--- config.mk ---
export PLATFORM = sky130hd
export DESIGN_NAME = joy_reader
export DESIGN_NICKNAME = d
export VERILOG_FILES = /design/src/rtl/joy_reader.sv
export SDC_FILE = /design/constraint.sdc
export NUM_CORES = 1
export LEC_CHECK = 0
export BUFFER_PORTS_ARGS = -buffer_cell sky130_fd_sc_hd__buf_2
export CAP_MARGIN = 0
export CORE_MARGIN = 3
export CORE_UTILIZATION = 51
export DETAILED_ROUTE_END_ITERATION = 6
export PLACE_DENSITY = 0.8
export SLEW_MARGIN = 40
export SYNTH_ARGS = -nofsm -noshare
export SYNTH_HDL_FRONTEND = slang
export SYNTH_SLANG_ARGS = --single-unit
export TNS_END_PERCENT = 1
--- constraint.sdc ---
create_clock -name clock25 -period 2.1 [get_ports clock25]
set_clock_uncertainty 0.2 [all_clocks]
set_input_delay 0.21 -clock clock25 [delete_from_list [all_inputs] [get_ports clock25]]
set_output_delay 0.21 -clock clock25 [all_outputs]
set_load 0.1 [all_outputs]
--- src/rtl/joy_reader.sv ---
// NES-style serial gamepad scanner: latches both pads, clocks out eight
// buttons each, and publishes them as stable active-high bytes.
module joy_reader #(
    parameter int HALF = 150
) (
    input  logic       clock25,
    input  logic       reset,
    input  logic       poll,
    input  logic       pad1_d,
    input  logic       pad2_d,
    output logic       pad_latch,
    output logic       pad_clk,
    output logic [7:0] joy1,
    output logic [7:0] joy2,
    output logic       valid,
    output logic       busy
);
    localparam int PW = $clog2(2 * HALF);
    localparam logic [PW-1:0] LATCH_LAST = PW'(2 * HALF - 1);
    localparam logic [PW-1:0] HALF_LAST  = PW'(HALF - 1);

    typedef enum logic [2:0] {
        IDLE,
        LATCH,
        LOW,
        HIGH,
        DONE
    } state_t;

    state_t        state, state_next;
    logic [PW-1:0] phase, phase_next;
    logic [2:0]    n, n_next;
    logic [1:0]    sync1_ff, sync2_ff;
    logic [7:0]    sh1, sh2;
    logic          capture, publish;

    // Pad data is asynchronous; idle-high so a reset synchronizer reads "not pressed".
    always_ff @(posedge clock25) begin
        if (reset) begin
            sync1_ff <= 2'b11;
            sync2_ff <= 2'b11;
        end else begin
            sync1_ff <= {sync1_ff[0], pad1_d};
            sync2_ff <= {sync2_ff[0], pad2_d};
        end
    end

    always_ff @(posedge clock25) begin
        if (reset) begin
            state <= IDLE;
            phase <= '0;
            n     <= '0;
        end else begin
            state <= state_next;
            phase <= phase_next;
            n     <= n_next;
        end
    end

    // Every bit is rewritten each scan, so the shift registers need no reset.
    always_ff @(posedge clock25) begin
        if (capture) begin
            sh1[n] <= ~sync1_ff[1];
            sh2[n] <= ~sync2_ff[1];
        end
    end

    always_ff @(posedge clock25) begin
        if (reset) begin
            joy1 <= 8'h00;
            joy2 <= 8'h00;
        end else if (publish) begin
            joy1 <= sh1;
            joy2 <= sh2;
        end
    end

    // Outputs are loaded on the edge entering DONE so they appear together with valid.
    always_comb begin
        state_next = state;
        phase_next = phase + 1'b1;
        n_next     = n;
        capture    = 1'b0;
        publish    = 1'b0;
        pad_latch  = 1'b0;
        pad_clk    = 1'b1;
        valid      = 1'b0;
        busy       = 1'b1;
        case (state)
            IDLE: begin
                busy       = 1'b0;
                phase_next = '0;
                if (poll) begin
                    state_next = LATCH;
                    n_next     = '0;
                end
            end
            LATCH: begin
                pad_latch = 1'b1;
                if (phase == LATCH_LAST) begin
                    state_next = LOW;
                    phase_next = '0;
                end
            end
            LOW: begin
                pad_clk = 1'b0;
                if (phase == HALF_LAST) begin
                    capture    = 1'b1;
                    state_next = HIGH;
                    phase_next = '0;
                end
            end
            HIGH: begin
                if (phase == HALF_LAST) begin
                    phase_next = '0;
                    if (n == 3'd7) begin
                        state_next = DONE;
                        publish    = 1'b1;
                    end else begin
                        n_next     = n + 3'd1;
                        state_next = LOW;
                    end
                end
            end
            DONE: begin
                valid      = 1'b1;
                state_next = IDLE;
            end
            default: begin
                state_next = IDLE;
            end
        endcase
    end
endmodule

After elaboration in Yosys (flattened, before gate mapping)
Index checks and enable logic that the tools add are counted.
{"block": "totals", "out_inout_bits": 20, "elab_cells": 59, "ff_bits": 51, "input_bits": 5}
{"block": "classes", "muxes": 26, "order_cmp": 2, "add_sub_neg": 2, "n_eq_ne": 12, "reduce_logical": 6, "n_bitwise": 2}
{"cell": "case mux 9 bit (3 select lines)", "n": 1}
{"cell": "2-to-1 mux 3 bit", "n": 8}
{"cell": "2-to-1 mux 9 bit", "n": 2}
{"cell": "bitwise mux 8 bit", "n": 2}
{"cell": "case mux 3 bit (4 select lines)", "n": 1}
{"cell": "2-to-1 mux 1 bit", "n": 10}
{"cell": "inequality test 2 bit, second input constant", "n": 5}
{"cell": "adder 9 x 1 -> 9 bit, second input constant", "n": 1}
{"cell": "== test 9 x 8 -> 1 bit, second input constant", "n": 1}
{"cell": "== test 9 bit, second input constant", "n": 1}
{"cell": "AND reduction 4 bit", "n": 2}
{"cell": "== test 3 x 2 -> 1 bit, second input constant", "n": 2}
{"cell": "== test 3 bit, second input constant", "n": 2}
{"cell": "case mux 3 bit (2 select lines)", "n": 1}
{"cell": "less-than comparator 3 x 4 -> 1 bit, second input constant", "n": 1}
{"cell": "adder 3 x 1 -> 3 bit, second input constant", "n": 1}
{"cell": "demux 1 bit (select 3 bit)", "n": 1}
{"cell": "== test 3 x 1 -> 1 bit, second input constant", "n": 1}
{"cell": "greater-or-equal comparator 3 x 1 -> 1 bit, second input constant", "n": 1}
{"cell": "logical NOT 3 bit", "n": 1}
{"cell": "inverter 1 bit", "n": 2}
{"cell": "nonzero test 2 bit", "n": 1}
{"cell": "OR reduction 2 bit", "n": 1}
{"cell": "logical AND 1 bit", "n": 1}

Logic depth before layout (Yosys ltp)
Gate-level depths: netlist of run 1.
{"block": "depth", "depth_word": 5, "mapped_depth": 8, "ltp_nobuf": 6}

Least setup slack after synthesis of run 1
No wires, ideal clock.
{"block": "synth_path", "path_kind": "reg2reg", "start": "register state[2]", "end": "register state[1]", "arrival_time_ns": 3.528, "n_path_buf": 1, "path_stages_with_launch": 6, "setup_time_ns": 0.135, "required_time_ns": 1.765, "period_less_slack_ns": 3.864, "setup_slack_ns": -1.764, "path_cell_list": "dfxtp_1 clkbuf_1 nor3b_1 o41a_1 a2bb2oi_1 nor3_1"}
{"block": "synth_via", "elab_chain_cells": 3, "word_cells_on_any_way": 10, "classes_between": "eq/ne: 7; mux: 1; reduce/logical: 2"}
{"element": "start: declaration", "line_no": "30", "text": "state_t state, state_next;"}
{"element": "start signal: assignment", "line_no": "54", "text": "state <= state_next;"}
{"element": "== test 3 x 2 -> 1 bit (tied with other cells)", "line_no": "89", "text": "case (state)"}
{"element": "inequality test 2 bit (no source line)"}
{"element": "AND reduction 4 bit (no source line)"}
Several ways; a longest one is shown, not always the timed one.
A chain may end at the register's enable or synchronous reset.

Worst setup path after layout of run 1
{"block": "layout_path", "start": "register phase[1]", "end": "register sh1[3], enable pin"}
{"block": "layout_via", "elab_chain_cells": 3}
{"element": "start: declaration", "line_no": "31", "text": "logic [PW-1:0] phase, phase_next;"}
{"element": "start signal: assignment", "line_no": "55", "text": "phase <= phase_next;"}
{"element": "== test 9 x 8 -> 1 bit", "line_no": "107", "text": "if (phase == HALF_LAST) begin"}
{"element": "2-to-1 mux 1 bit", "line_no": "107"}
{"element": "2-to-1 mux 1 bit", "line_no": "89"}
{"element": "end signal: indexed assignment", "line_no": "63", "text": "sh1[n] <= ~sync1_ff[1];"}
{"element": "end: declaration", "line_no": "34", "text": "logic [7:0] sh1, sh2;"}
Every way passes these cells.

==> reports/results.md, run 1 <==
| Metric | This run |
|---|---|
| Result of the run | complete, no violations |
| Placement Rows | 22 |
| Post-DRT Antenna Nets | 0 |
| Nets in the synthesized netlist | 188 |
| Synthesis Warnings | 0 |
| CTS Root Buffer Type | sky130_fd_sc_hd__clkbuf_8 |
| Total number of H-tree levels | 2 |
| Post-layout utilization of the core | 66.9% |
| Count of final hold-check violations | 0 |
| Synth-to-Final Area Change | 24.1% |
| Number of buffers created by CTS | 5 |
| Power density of the placed cells | 778 mW/mm² |
| Netlist area before placement | 0.00200 mm² |
| Critical path capture point type | register |
| Share of async-settable or async-resettable flops after synthesis | 0% |
| Chip height | 68.7 µm |
| Leakage | 0.958 nW |
| Clk_lat worst skew | 0.31 ns |
| I/O Pins | 25 |
| Final Instance Area | 0.00248 mm² |
| Wire length of the first global-routing pass | 6160 µm |
| Primary FF master, synth | sky130_fd_sc_hd__dfxtp_1 |
| Critical path cell sequence | inv_1 -> ha_1 -> nor4b_4 -> nand2_2 -> or4b_4 -> nor2_2 |
| Required time of the critical path | 1.92 ns |
| Placed standard-cell area | 0.00231 mm² |
| Final worst-path setup slack | 0.0492 ns |
| Number of inserted diodes | 0 |
| Power share of the combinational group | 15.3% |
| Worst reg2reg endpoint | sh1[3]$_DFFE_PP_ |
| Minimum clock period | 2.05 ns |
| Clock tree from TritonCTS | yes |
| Total Power | 1.93 mW |
| Total via count in the routed design | 1385 |
| Worst path arrival time | 1.87 ns |
| Cell family with the largest share of critical-path delay | simple AND/OR/NAND/NOR gates |
| RSZ-0062 raised after global routing | yes |
| Per-cell via count in the routed design | 5.09 |
| Post-CTS setup buffer count | 0 |
| Slowest cell delay on critical path | 0.55 ns |
| Via count of the first global-routing pass | 1367 |
| Commonest non-fill, non-tap cells in the layout | sky130_fd_sc_hd__nor2_1 (32), sky130_fd_sc_hd__dfxtp_1 (32), sky130_fd_sc_hd__buf_2 (23), sky130_fd_sc_hd__mux2i_1 (19), sky130_fd_sc_hd__buf_4 (17) |
| Crit Path Max Fanout | 4 |
| Width of the die | 68.7 µm |
| Maximum number of pins on one net before global-route repair | 27 |
| Fraction of final layout cells with drive strength greater than 1 | 32.6% |
| Fmax | 488 MHz |
| Seq cells post-synth | 51 |
| Clock share of power | 31.1% |
| Clock Pin Slew Worst Setup and Hold Paths | 0.10 ns |
| Net Switching | 0.562 mW |
| Worst hold path startpoint | reset |
| Transition at the pin with the smallest max-transition slack | 0.488 ns |
| Cell count after placement | 261 |
| Global-route usage over all layers | 18.0% |
| Remaining max-slew budget at the tightest pin | 67.7% |
| Classification of the worst setup path | reg -> reg |
| Filler Cell Count | 294 |
| Number of max-capacitance violations reported | 0 |
| Internal power | 1.37 mW |
| Launch instance of the worst register-to-register path | phase[1]$_SDFF_PP0_ |
| Share of total power consumed by net switching | 29.1% |
| Min-delay worst type | in -> reg |
| Number of antenna violations at the first check in global routing | 0 |
| Final count of negative-setup-slack endpoints | 0 |
| Post-synthesis sequential area ratio | 59.0% |
| Hold_ws | 0.123 ns |
| Total Wirelength | 3740 µm |
| Library cell contributing the largest single delay on the critical path | sky130_fd_sc_hd__or4b_4 |
| Critical Path Source Type | register |
| Peak ir drop on the vdd network | 0.643 mV |
| Layout Nets | 232 |
| Global route total overflow | 0 |
| Number of detailed-routing iterations run before antenna repair | 4 |
| Detailed Route Iter0 Violations | 54 |
| Average cell area after synthesis | 11.2 µm² |
| Number of enable flip-flop cells after synthesis | 16 |
| Per-cell routed wire length | 13.7 µm |
| Depth of the worst register-to-register path | 6 |
| Floorplan Core Area | 0.00372 mm² |
| Clock sink count | 51 |
| Setup TNS | 0 ns |
| Worst path bufs/invs | 1 |
| Period utilization | 97.7% |
| Number of DRC violations after detailed routing | 0 |
| Clock tree buffer depth | 2 |
| Number of pins exceeding their max-slew limit in the final report | 0 |
| Endpoint of the worst hold path | joy1[7]$_SDFFE_PP0P_ |
| Port bufs | 24 |
| Number of stages on the worst hold path | 2 |
| DIE AREA | 0.00471 mm² |
| Share of power burned in registers | 53.7% |
| Post-route non-filler standard cell count | 272 |
| Synth cell types | 31 |
| Mapped Cells | 179 |
| Worst Setup Slack post-DPL | -0.0923 ns |
| HPWL after DPL | 2590 µm |
| Initial cell density of the core | 53.9% |
| Final weighted congestion of routability-driven global placement | 0.778 |
| R2R Setup Slk | 0.05 ns |
cell type report:
cell class	instances	area (µm²)	area share (%)
tap	48	60.1	2.42
clock buffer	5	68.8	2.77
timing repair buffer	44	293	11.8
inverter	6	22.5	0.906
sequential	51	1180	47.7
clock inverter	3	27.5	1.11
multi-input combinational	115	828	33.3
routing by layer:
layer | global-route usage, % | part of all wire (%) | up-vias | routed length, µm
met2 | 30.9 | 49 | 30 | 1830
met1 | 21.8 | 46 | 652 | 1710
met4 | 5.21 | 1.2 | 0 | 46
met3 | 5.35 | 4.0 | 5 | 149
met5 | 0 | 0 | - | 0
li1 | - | - | 698 | -
sequential cells by signal, indices dropped and copies added (netlist names):
register,flops
joy2,8
joy1,8
n,3
phase,9
sync1_ff,2
sh1,8
sync2_ff,2
state,3
sh2,8
synth_stat cells (2+ instances only):
master                     count  area share (%)
sky130_fd_sc_hd__nor2_1       36             6.8
sky130_fd_sc_hd__dfxtp_1      35              35
sky130_fd_sc_hd__mux2i_1      19             9.5
sky130_fd_sc_hd__edfxtp_1     16              24
sky130_fd_sc_hd__nand2_1      10             1.9
sky130_fd_sc_hd__or2_2         7             2.2
sky130_fd_sc_hd__inv_1         6             1.1
sky130_fd_sc_hd__clkbuf_1      5            0.94
sky130_fd_sc_hd__nand3_1       5             1.2
sky130_fd_sc_hd__xnor2_1       5             2.2
sky130_fd_sc_hd__ha_1          4             2.5
sky130_fd_sc_hd__nor3_1        4             1.0
sky130_fd_sc_hd__nand2b_1      3            0.94
sky130_fd_sc_hd__nor3b_1       3             1.1
sky130_fd_sc_hd__a21oi_1       2            0.50
sky130_fd_sc_hd__and4b_1       2             1.0
sky130_fd_sc_hd__buf_4         2            0.75
sky130_fd_sc_hd__xor2_1        2            0.88
how the worst max path moves through the flow:
stage          cells after the start                   from                    end
3_5_place_dp                       6    phase[1]$_SDFF_PP0_       sh2[0]$_DFFE_PP_
6_report                           6    phase[1]$_SDFF_PP0_       sh1[3]$_DFFE_PP_
3_3_place_gp                       6    phase[1]$_SDFF_PP0_       sh1[0]$_DFFE_PP_
5_1_grt                            6    phase[1]$_SDFF_PP0_       sh1[3]$_DFFE_PP_
2_1_floorplan                      5  state[2]$_SDFFE_PP0P_  state[1]$_SDFFE_PP0P_
4_1_cts                            6    phase[1]$_SDFF_PP0_       sh2[5]$_DFFE_PP_
logic make-up (layout without fill, tap and decap cells):
kind of cell	Yosys count	count (layout)	share of synthesized area [%]
adders and majority gates	4	4	2.50
xor gates and xnor gates	7	7	3.06
muxes	19	19	9.50
and+or+nand+nor	77	77	19.5
DFF	51	51	59.0
AOI/OAI and AO/OA	8	8	3.63
buffers and inverters	13	58	2.81
what timing repair did:
item                                    in CTS  in global routing
hold endpoints to repair                     3                  0
pin swaps                                    0                  0
gates resized for setup                      4                 10
hold buffers                                 3                  0
endpoints found under the setup margin       7                 25
power groups by stage:
stage                     sequential [mW]  combinational (mW)  clock, mW
after floorplan                      1.06               0.207          0
after global placement               1.06               0.282          0
after detailed placement             1.06               0.286          0
after CTS                            1.04               0.291      0.613
after global routing                 1.04               0.317      0.658
final                                1.04               0.295      0.601
(Power assumes the default switching activity.)
==> inputs of run 2 (changes only) <==
BUFFER_PORTS_ARGS = -buffer_cell sky130_fd_sc_hd__clkbuf_2   (was -buffer_cell sky130_fd_sc_hd__buf_2)
RECOVER_POWER = 50   (was default)
==> reports/results.md, run 2 (synthesis results as in run 1) <==
| Metric | This run |
|---|---|
| Slowest cell delay on critical path | 0.44 ns |
| RSZ-0062 raised after global routing | yes |
| Synth-to-Final Area Change | 25.1% |
| Total Power | 1.92 mW |
| Per-cell via count in the routed design | 5.07 |
| Fmax | 495 MHz |
| Total number of H-tree levels | 2 |
| Detailed Route Iter0 Violations | 32 |
| Total Wirelength | 3570 µm |
| HPWL after DPL | 2480 µm |
| Number of detailed-routing iterations run before antenna repair | 4 |
| Endpoint of the worst hold path | joy2[1]$_SDFFE_PP0P_ |
| Top cell by count, worst path | sky130_fd_sc_hd__buf_4 |
| Critical path capture point type | register |
| Period utilization | 96.3% |
| Width of the die | 68.7 µm |
| Worst reg2reg endpoint | phase[3]$_SDFF_PP0_ |
| Global route total overflow | 0 |
| Per-cell routed wire length | 13.0 µm |
| Final count of negative-setup-slack endpoints | 0 |
| Initial cell density of the core | 53.9% |
| Clk_lat worst skew | 0.31 ns |
| Depth of the worst register-to-register path | 6 |
| CTS Root Buffer Type | sky130_fd_sc_hd__clkbuf_8 |
| Transition at the pin with the smallest max-transition slack | 0.626 ns |
| Clock Pin Slew Worst Setup and Hold Paths | 0.09 ns |
| Post-DRT Antenna Nets | 0 |
| Launch instance of the worst register-to-register path | phase[6]$_SDFF_PP0_ |
| Commonest non-fill, non-tap cells in the layout | sky130_fd_sc_hd__dfxtp_1 (33), sky130_fd_sc_hd__nor2_1 (31), sky130_fd_sc_hd__clkbuf_2 (21), sky130_fd_sc_hd__mux2i_1 (19), sky130_fd_sc_hd__buf_4 (19) |
| Number of antenna violations at the first check in global routing | 0 |
| Clock tree buffer depth | 2 |
| Remaining max-slew budget at the tightest pin | 58.3% |
| Min-delay worst type | in -> reg |
| R2R Setup Slk | 0.08 ns |
| Peak ir drop on the vdd network | 0.448 mV |
| Post-route non-filler standard cell count | 275 |
| Count of final hold-check violations | 0 |
| Power density of the placed cells | 767 mW/mm² |
| Placement Rows | 22 |
| Total via count in the routed design | 1395 |
| Fraction of final layout cells with drive strength greater than 1 | 32.6% |
| Number of pins exceeding their max-slew limit in the final report | 0 |
| Worst hold path startpoint | reset |
| Leakage | 0.951 nW |
| Maximum number of pins on one net before global-route repair | 19 |
| Wire length of the first global-routing pass | 6040 µm |
| Worst path bufs/invs | 2 |
| Largest reg by FF count | phase |
| Port bufs | 24 |
| Global-route usage over all layers | 17.5% |
| Number of max-capacitance violations reported | 0 |
| Hold_ws | 0.101 ns |
| Clock tree from TritonCTS | yes |
| Worst path arrival time | 2.03 ns |
| Classification of the worst setup path | reg -> reg |
| Cell count after placement | 264 |
| I/O Pins | 25 |
| Number of DRC violations after detailed routing | 0 |
| Number of stages on the worst hold path | 2 |
| Chip height | 68.7 µm |
| Crit Path Max Fanout | 5 |
| Minimum clock period | 2.02 ns |
| Critical path cell sequence | buf_4 -> or3_1 -> o41a_1 -> o31ai_4 -> buf_4 -> nor2_1 |
| Number of inserted diodes | 0 |
| Number of buffers created by CTS | 5 |
| Flip-flop count of the largest register after layout | 9 |
| Required time of the critical path | 2.10 ns |
| Critical Path Source Type | register |
| Clock sink count | 51 |
| Floorplan Core Area | 0.00372 mm² |
| DIE AREA | 0.00471 mm² |
| Result of the run | complete, no violations |
| Most frequent standard cell in the layout excluding fill and tap cells | sky130_fd_sc_hd__dfxtp_1 |
| Via count of the first global-routing pass | 1398 |
| Layout Nets | 235 |
| Cell family with the largest share of critical-path delay | compound AO/OA/AOI/OAI gates |
| Library cell contributing the largest single delay on the critical path | sky130_fd_sc_hd__o41a_1 |
| Post-CTS setup buffer count | 0 |
| Final weighted congestion of routability-driven global placement | 0.778 |
-- run 2: changes by cell type in the layout (fill, tap and decap cells not counted), sizes merged --
cell    change
inv         -1
clkbuf     +23
clkinv      +1
buf        -20
-- run 2: layout make-up --
| cell class | count | area, µm² |
|---|---|---|
| multi-input cells | 115 | 831 |
| clock inverters | 3 | 27.5 |
| clock buffers | 5 | 68.8 |
| repair buffers | 47 | 310 |
| flip-flops and latches | 51 | 1180 |
| fillers | 271 | 1210 |
| well taps | 48 | 60.1 |
| inverters | 6 | 22.5 |
-- run 2: worst max-delay path by stage --
stage,slack (ns),to,startpoint,cells after the start
2_1_floorplan,-0.26,state[1]$_SDFFE_PP0P_,state[2]$_SDFFE_PP0P_,5
3_3_place_gp,-0.005,sh1[0]$_DFFE_PP_,phase[1]$_SDFF_PP0_,6
3_5_place_dp,-0.04,sh2[0]$_DFFE_PP_,phase[1]$_SDFF_PP0_,6
4_1_cts,-0.01,sh2[0]$_DFFE_PP_,phase[1]$_SDFF_PP0_,6
5_1_grt,-0.03,sh1[3]$_DFFE_PP_,phase[1]$_SDFF_PP0_,6
6_report,0.08,phase[3]$_SDFF_PP0_,phase[6]$_SDFF_PP0_,6
-- run 2: power breakdown --
| part | internal (mW) | switching (mW) |
|---|---|---|
| logic | 0.0983 | 0.203 |
| registers | 1.03 | 0.00740 |
| clock network | 0.245 | 0.338 |
| total | 1.37 | 0.549 |
-- run 2: layer usage --
metal  vias up  wire length (µm)  GRT usage (%)
met1       660              1700           21.3
met4         0                59           6.70
met3         6               115           4.38
met5         -                 0              0
met2        20              1690           29.7
li1        709                 -              -
-- run 2: what timing repair did --
action                                 4_1_cts  5_1_grt
gates resized for setup                      3       11
endpoints found under the hold margin        3        0
hold buffers                                 3        0
setup endpoints to repair                    6       28
pin swaps                                    0        2
-- run 2: per-stage QoR --
stage | setup TNS, ns | area [µm²] | util (%) | setup WS, ns
after floorplan | -2.33 | 2020 | - | -0.259
after global placement | -0.00973 | 2340 | 62.9 | -0.00487
after detailed placement | -0.121 | 2340 | 62.9 | -0.0423
after CTS | -0.0205 | 2470 | 66.6 | -0.0136
after global routing | -0.181 | 2500 | 67.4 | -0.0298
final | 0 | 2500 | 67.4 | 0.0779
